--- src/rtl/rrarb_wrr_if.sv ---
// Request/grant bundle between the requesters and the weighted round-robin arbiter.
// The requester side uses the master modport and the arbiter uses the slave modport.
interface rrarb_wrr_if #(
  parameter int NUM_REQ  = 4,
  parameter int WEIGHT_W = 4
);
  localparam int ID_W = $clog2(NUM_REQ);

  logic [NUM_REQ-1:0]          req_i;
  logic [NUM_REQ*WEIGHT_W-1:0] weight_i;
  logic [NUM_REQ-1:0]          gnt_o;
  logic                        gnt_valid_o;
  logic [ID_W-1:0]             gnt_id_o;

  modport master (
    output req_i,
    output weight_i,
    input  gnt_o,
    input  gnt_valid_o,
    input  gnt_id_o
  );

  modport slave (
    input  req_i,
    input  weight_i,
    output gnt_o,
    output gnt_valid_o,
    output gnt_id_o
  );
endinterface

--- src/rtl/rrarb_wrr.sv ---
// Weighted round-robin arbiter. The grant is registered, and a granted requester may keep
// the grant for up to its weight in consecutive cycles while it is still requesting.
module rrarb_wrr #(
  parameter int NUM_REQ  = 4,
  parameter int WEIGHT_W = 4
) (
  input  logic       clk,
  input  logic       reset_n,
  rrarb_wrr_if.slave bus
);
  localparam int ID_W = $clog2(NUM_REQ);

  typedef enum logic [1:0] {
    DEC_IDLE,
    DEC_HOLD,
    DEC_ARB
  } dec_e;

  logic [NUM_REQ-1:0]  gnt_q, gnt_d;
  logic [ID_W-1:0]     ptr_q, ptr_d;
  logic [ID_W-1:0]     id_q, id_d;
  logic [WEIGHT_W-1:0] cnt_q, cnt_d;
  logic                valid_q, valid_d;

  dec_e                dec;
  logic                found;
  logic [ID_W-1:0]     win;
  logic [WEIGHT_W-1:0] win_weight;

  function automatic logic [ID_W-1:0] rot_idx(input logic [ID_W-1:0] base, input int off);
    int s;
    s = int'(base) + off;
    if (s >= NUM_REQ) s = s - NUM_REQ;
    return ID_W'(s);
  endfunction

  // A weight of 0 behaves like 1: the winner gets one cycle and no extra credit.
  function automatic logic [WEIGHT_W-1:0] burst_credit(input logic [WEIGHT_W-1:0] w);
    return (w == '0) ? '0 : w - WEIGHT_W'(1);
  endfunction

  // The owner sits at offset NUM_REQ, so it is searched last.
  always_comb begin
    // NOTE: every signal written in always_comb gets a default first, otherwise a latch is inferred.
    found = 1'b0;
    win   = ptr_q;
    for (int j = 1; j <= NUM_REQ; j++) begin
      if (!found && bus.req_i[rot_idx(ptr_q, j)]) begin
        found = 1'b1;
        win   = rot_idx(ptr_q, j);
      end
    end
  end

  assign win_weight = bus.weight_i[int'(win)*WEIGHT_W +: WEIGHT_W];

  always_comb begin
    if (gnt_q[ptr_q] && bus.req_i[ptr_q] && (cnt_q != '0)) begin
      dec = DEC_HOLD;
    end else if (found) begin
      dec = DEC_ARB;
    end else begin
      dec = DEC_IDLE;
    end
  end

  always_comb begin
    gnt_d   = gnt_q;
    ptr_d   = ptr_q;
    cnt_d   = cnt_q;
    id_d    = id_q;
    valid_d = valid_q;
    unique case (dec)
      DEC_HOLD: begin
        cnt_d = cnt_q - WEIGHT_W'(1);
      end
      DEC_ARB: begin
        gnt_d      = '0;
        gnt_d[win] = 1'b1;
        ptr_d      = win;
        id_d       = win;
        valid_d    = 1'b1;
        cnt_d      = burst_credit(win_weight);
      end
      DEC_IDLE: begin
        gnt_d   = '0;
        id_d    = '0;
        valid_d = 1'b0;
      end
      default: begin
        gnt_d   = '0;
        id_d    = '0;
        valid_d = 1'b0;
      end
    endcase
  end

  // Reset points the pointer at the last requester, so the first search begins at requester 0.
  always_ff @(posedge clk or negedge reset_n) begin
    if (!reset_n) begin
      gnt_q   <= '0;
      ptr_q   <= ID_W'(NUM_REQ - 1);
      cnt_q   <= '0;
      id_q    <= '0;
      valid_q <= 1'b0;
    end else begin
      // NOTE: state registers use non-blocking assignments so every flop samples pre-edge values.
      gnt_q   <= gnt_d;
      ptr_q   <= ptr_d;
      cnt_q   <= cnt_d;
      id_q    <= id_d;
      valid_q <= valid_d;
    end
  end

  always_comb begin
    bus.gnt_o       = gnt_q;
    bus.gnt_valid_o = valid_q;
    bus.gnt_id_o    = id_q;
  end

  a_gnt_onehot0 : assert property (@(posedge clk) disable iff (!reset_n) $onehot0(gnt_q));
  a_gnt_requested : assert property (@(posedge clk) disable iff (!reset_n)
                                     (gnt_d != '0) |-> ((gnt_d & bus.req_i) == gnt_d));
  a_valid_matches : assert property (@(posedge clk) disable iff (!reset_n) valid_q == (|gnt_q));
endmodule

--- src/flat_wrapper.sv ---
// flat-port wrapper written by rule: the top's interface ports become plain ports
module rrarb_wrr_flat 
#(
  parameter int NUM_REQ  = 4,
  parameter int WEIGHT_W = 4
)
  (clk, reset_n, bus_req_i, bus_weight_i, bus_gnt_o, bus_gnt_valid_o, bus_gnt_id_o);
  rrarb_wrr_if #(.NUM_REQ(NUM_REQ), .WEIGHT_W(WEIGHT_W)) bus_i ();
  input  logic clk;
  input  logic reset_n;
  input wire logic [$bits(bus_i.req_i)-1:0] bus_req_i;
  input wire logic [$bits(bus_i.weight_i)-1:0] bus_weight_i;
  output wire logic [$bits(bus_i.gnt_o)-1:0] bus_gnt_o;
  output wire logic [$bits(bus_i.gnt_valid_o)-1:0] bus_gnt_valid_o;
  output wire logic [$bits(bus_i.gnt_id_o)-1:0] bus_gnt_id_o;
  assign bus_i.req_i = bus_req_i;
  assign bus_i.weight_i = bus_weight_i;
  assign bus_gnt_o = bus_i.gnt_o;
  assign bus_gnt_valid_o = bus_i.gnt_valid_o;
  assign bus_gnt_id_o = bus_i.gnt_id_o;
  rrarb_wrr #(.NUM_REQ(NUM_REQ), .WEIGHT_W(WEIGHT_W)) u_core (.clk(clk), .reset_n(reset_n), .bus(bus_i));
endmodule
--- config.mk ---
export PLATFORM = sky130hd
export DESIGN_NAME = rrarb_wrr_flat
export DESIGN_NICKNAME = d
export VERILOG_FILES = /design/src/rtl/rrarb_wrr_if.sv /design/src/rtl/rrarb_wrr.sv /design/src/flat_wrapper.sv
export SDC_FILE = /design/constraint.sdc
export NUM_CORES = 1
export LEC_CHECK = 0
export ABC_AREA = 0
export CAP_MARGIN = 20
export CORE_AREA = 2 2 53 55
export CTS_CLUSTER_DIAMETER = 200
export DETAILED_ROUTE_END_ITERATION = 8
export DIE_AREA = 0 0 55 57
export PLACE_DENSITY = 0.68
export SETUP_SLACK_MARGIN = 0.15
export SLEW_MARGIN = 30
export SYNTH_ARGS = -nofsm -noshare
export SYNTH_HDL_FRONTEND = slang
export SYNTH_SLANG_ARGS = --single-unit
export TNS_END_PERCENT = 50
--- constraint.sdc ---
create_clock -name clk -period 5.8 [get_ports clk]
set_clock_uncertainty 0.1 [all_clocks]
set_input_delay 1.16 -clock clk [delete_from_list [all_inputs] [get_ports clk]]
set_output_delay 1.16 -clock clk [all_outputs]
set_load 0.02 [all_outputs]
==> results.json <==
{
  "ctsHoldBuffers": 0,
  "syn_nets": 149,
  "dpl.hpwl_um": 1940,
  "grt_max_degree": 21,
  "synth_warnings": 0,
  "io_buffers": 28,
  "max_freq_ghz": 0.300,
  "ios": 29,
  "power_density_mw_per_mm2": 457,
  "grt_pass1_wl_um": 4240,
  "async_reset_ff_frac": 1.00,
  "avgSynthCellArea_sq_um": 7.90,
  "drive_gt1_frac": 0.0909,
  "grt-ovfl-total": 0,
  "min_path_type": "flop to flop",
  "switching_power_uw": 273,
  "place_ws_ps": 2170,
  "switching_share": 0.448,
  "synth_top_area_cell": "dfrtp_1",
  "cts_max_level": 1,
  "first_pass_iters": 6,
  "vias": 1020,
  "cpPeakStageDelay_ps": 550,
  "seq_area_frac_synth": 0.329,
  "p_leak_nw": 0.532,
  "dp_cells": 181,
  "clock_path_buffers": 2,
  "nets": 178,
  "gp_congestion": 0.838,
  "worstPathRequired_ps": 5890,
  "cts_setup_buffers": 0,
  "clk_pin_slew_ps": 80,
  "synthDominantCellAreaShare": 0.276,
  "numCtsBuffers": 3,
  "power.internal_uw": 335,
  "ys.flop_type": "dfrtp_1",
  "tns_ps": 0,
  "holdWs_ps": 391,
  "vias_per_cell": 5.51,
  "cts_tree": "done",
  "setup_ws_ps": 2470,
  "ir_drop_uv": 239,
  "drtAntennaViolNets": 0,
  "core_area_sq_mm": 0.00262,
  "ys_ff_latch": 13,
  "diodes": 0,
  "crit_type": "input pin to flop",
  "fp.dieH_um": 57,
  "synth.area.top_cells": "dfrtp_1, nand2_1, mux2i_1, o21ai_0, dfstp_2",
  "rsz0062_at_grt": "no",
  "die_area_sq_mm": 0.00314,
  "comb_power_share": 0.604,
  "synth_area_sq_um": 996,
  "syn2layout_area_growth_pct": 33.7,
  "power.total_uw": 608,
  "synthCells": 126,
  "yosys.cell_types.count": 34,
  "post_cts_resized": 0,
  "fin_area_sq_mm": 0.00133,
  "die_w_um": 55,
  "crit_path_top_delay_cell": "a221oi_4",
  "clock-root-buffer": "clkbuf_4",
  "grt_pass1_vias": 1018,
  "initial_utilization": 0.381,
  "seq_power_share": 0.309,
  "slew_headroom": 0.496,
  "startpoint_type": "input pin",
  "final_cell_mix": "clkdlybuf4s50_1, nand2_1, nor2_1, o21ai_0, dfrtp_1",
  "worst_slew_pin_slew_ps": 750,
  "placed_cell_area_sq_mm": 0.00131,
  "wire_per_inst_um": 13.2,
  "crit_arrival_ps": 3420,
  "final_util": 0.509,
  "grt_usage": 0.179,
  "rows": 19,
  "path_cells": "clkdlybuf4s50_1, nor2b_2, a21o_1, a221oi_4, mux2_2, or2_0, a31oi_1",
  "clkLatencyLatePin_ps": 260,
  "synth_edf_count": 0,
  "drt_iter0_markers": 13,
  "slew_viol_final": 0,
  "period_share": 0.575,
  "remaining_drc_errors": 0,
  "crit_fanout": 13,
  "cap_violations": 0,
  "antenna_found_initial": 0,
  "min_period_ps": 3330,
  "cts_sinks": 13,
  "status": "completed",
  "routed_wirelength_um": 2440,
  "clockPowerShare": 0.088,
  "final_common_cell": "clkdlybuf4s50_1",
  "setup_violations": 0,
  "stdcell_count": 185,
  "hold_viol": 0,
  "endpoint_kind": "flop"
}
-- sequential cells by signal, indices dropped and copies added, names as in the netlist --
register / cells
u_core.bus.gnt_id_o: 2
u_core.bus.gnt_valid_o: 1
u_core.cnt_q: 4
u_core.ptr_q: 2
u_core.bus.gnt_o: 4
-- power groups by stage --
stage / combinational [mW] / sequential, mW / clock (mW)
floorplan: 0.260 / 0.191 / 0
global placement: 0.363 / 0.186 / 0
detailed placement: 0.371 / 0.189 / 0
CTS: 0.373 / 0.187 / 0.0556
global route: 0.412 / 0.194 / 0.0597
finish: 0.367 / 0.188 / 0.0534
-- critical path, delay by kind of cell --
| family | cells | cell delay, ps |
|---|---|---|
| buf+inv | 1 | 520 |
| compound gates | 3 | 880 |
| mux | 1 | 420 |
| simple gates | 2 | 430 |
-- kinds of logic after synthesis --
logic type               after synthesis  share of synthesized area
AND/OR/NAND/NOR                       57                      0.256
AO/OA/AOI/OAI                         37                      0.270
flip-flops                            13                      0.329
buffers and inverters                  9                     0.0389
multiplexers                           9                     0.0930
adder cells (fa/ha/maj)                1                     0.0126
-- layout make-up --
type / count / area (sq um)
timing repair buffer: 29 / 288
inverter: 4 / 15.0
sequential: 13 / 328
fill: 272 / 1280
tap: 31 / 38.8
multi-input combinational: 104 / 636
clock buffer: 4 / 26.3
-- path summary, 6_finish.rpt --
kind / start / end / slack [ps] / cells past startpoint
setup / recovery: bus_req_i[3] / u_core.cnt_q[2] / 2470 / 7
hold / removal: u_core.bus.gnt_id_o[0] / u_core.bus.gnt_id_o[0] / 390 / 2
setup reg to reg: u_core.ptr_q[0] / u_core.cnt_q[2] / 3400 / 6
hold reg to reg: u_core.bus.gnt_id_o[0] / u_core.bus.gnt_id_o[0] / 390 / 2
max in group asynchronous: reset_n / u_core.bus.gnt_o[3] / 4060 / 1
min in group asynchronous: reset_n / u_core.bus.gnt_id_o[0] / 1160 / 1
-- layer usage --
metal,global-route usage,part of all wire,wire length [um]
met5,0,0,0
met1,0.221,0.43,1060
met2,0.310,0.50,1220
met4,0.0836,0.022,54
met3,0.00785,0.047,116
-- synth_stat cells, types with 2 or more instances --
master    instances
o31a_1            2
dfrtp_1          11
o21ai_0          14
mux2i_1           7
a311oi_1          2
nand3_1           8
clkbuf_1          3
o21ai_2           2
inv_1             4
mux2_2            2
nor4_1            2
o21a_1            2
nand2b_1          2
o41ai_1           2
dfstp_2           2
nor3_1            4
nand2_1          22
a21oi_1           4
nor2_1           14
o211ai_1          3
Note: power is estimated with default switching activity, not from simulation.
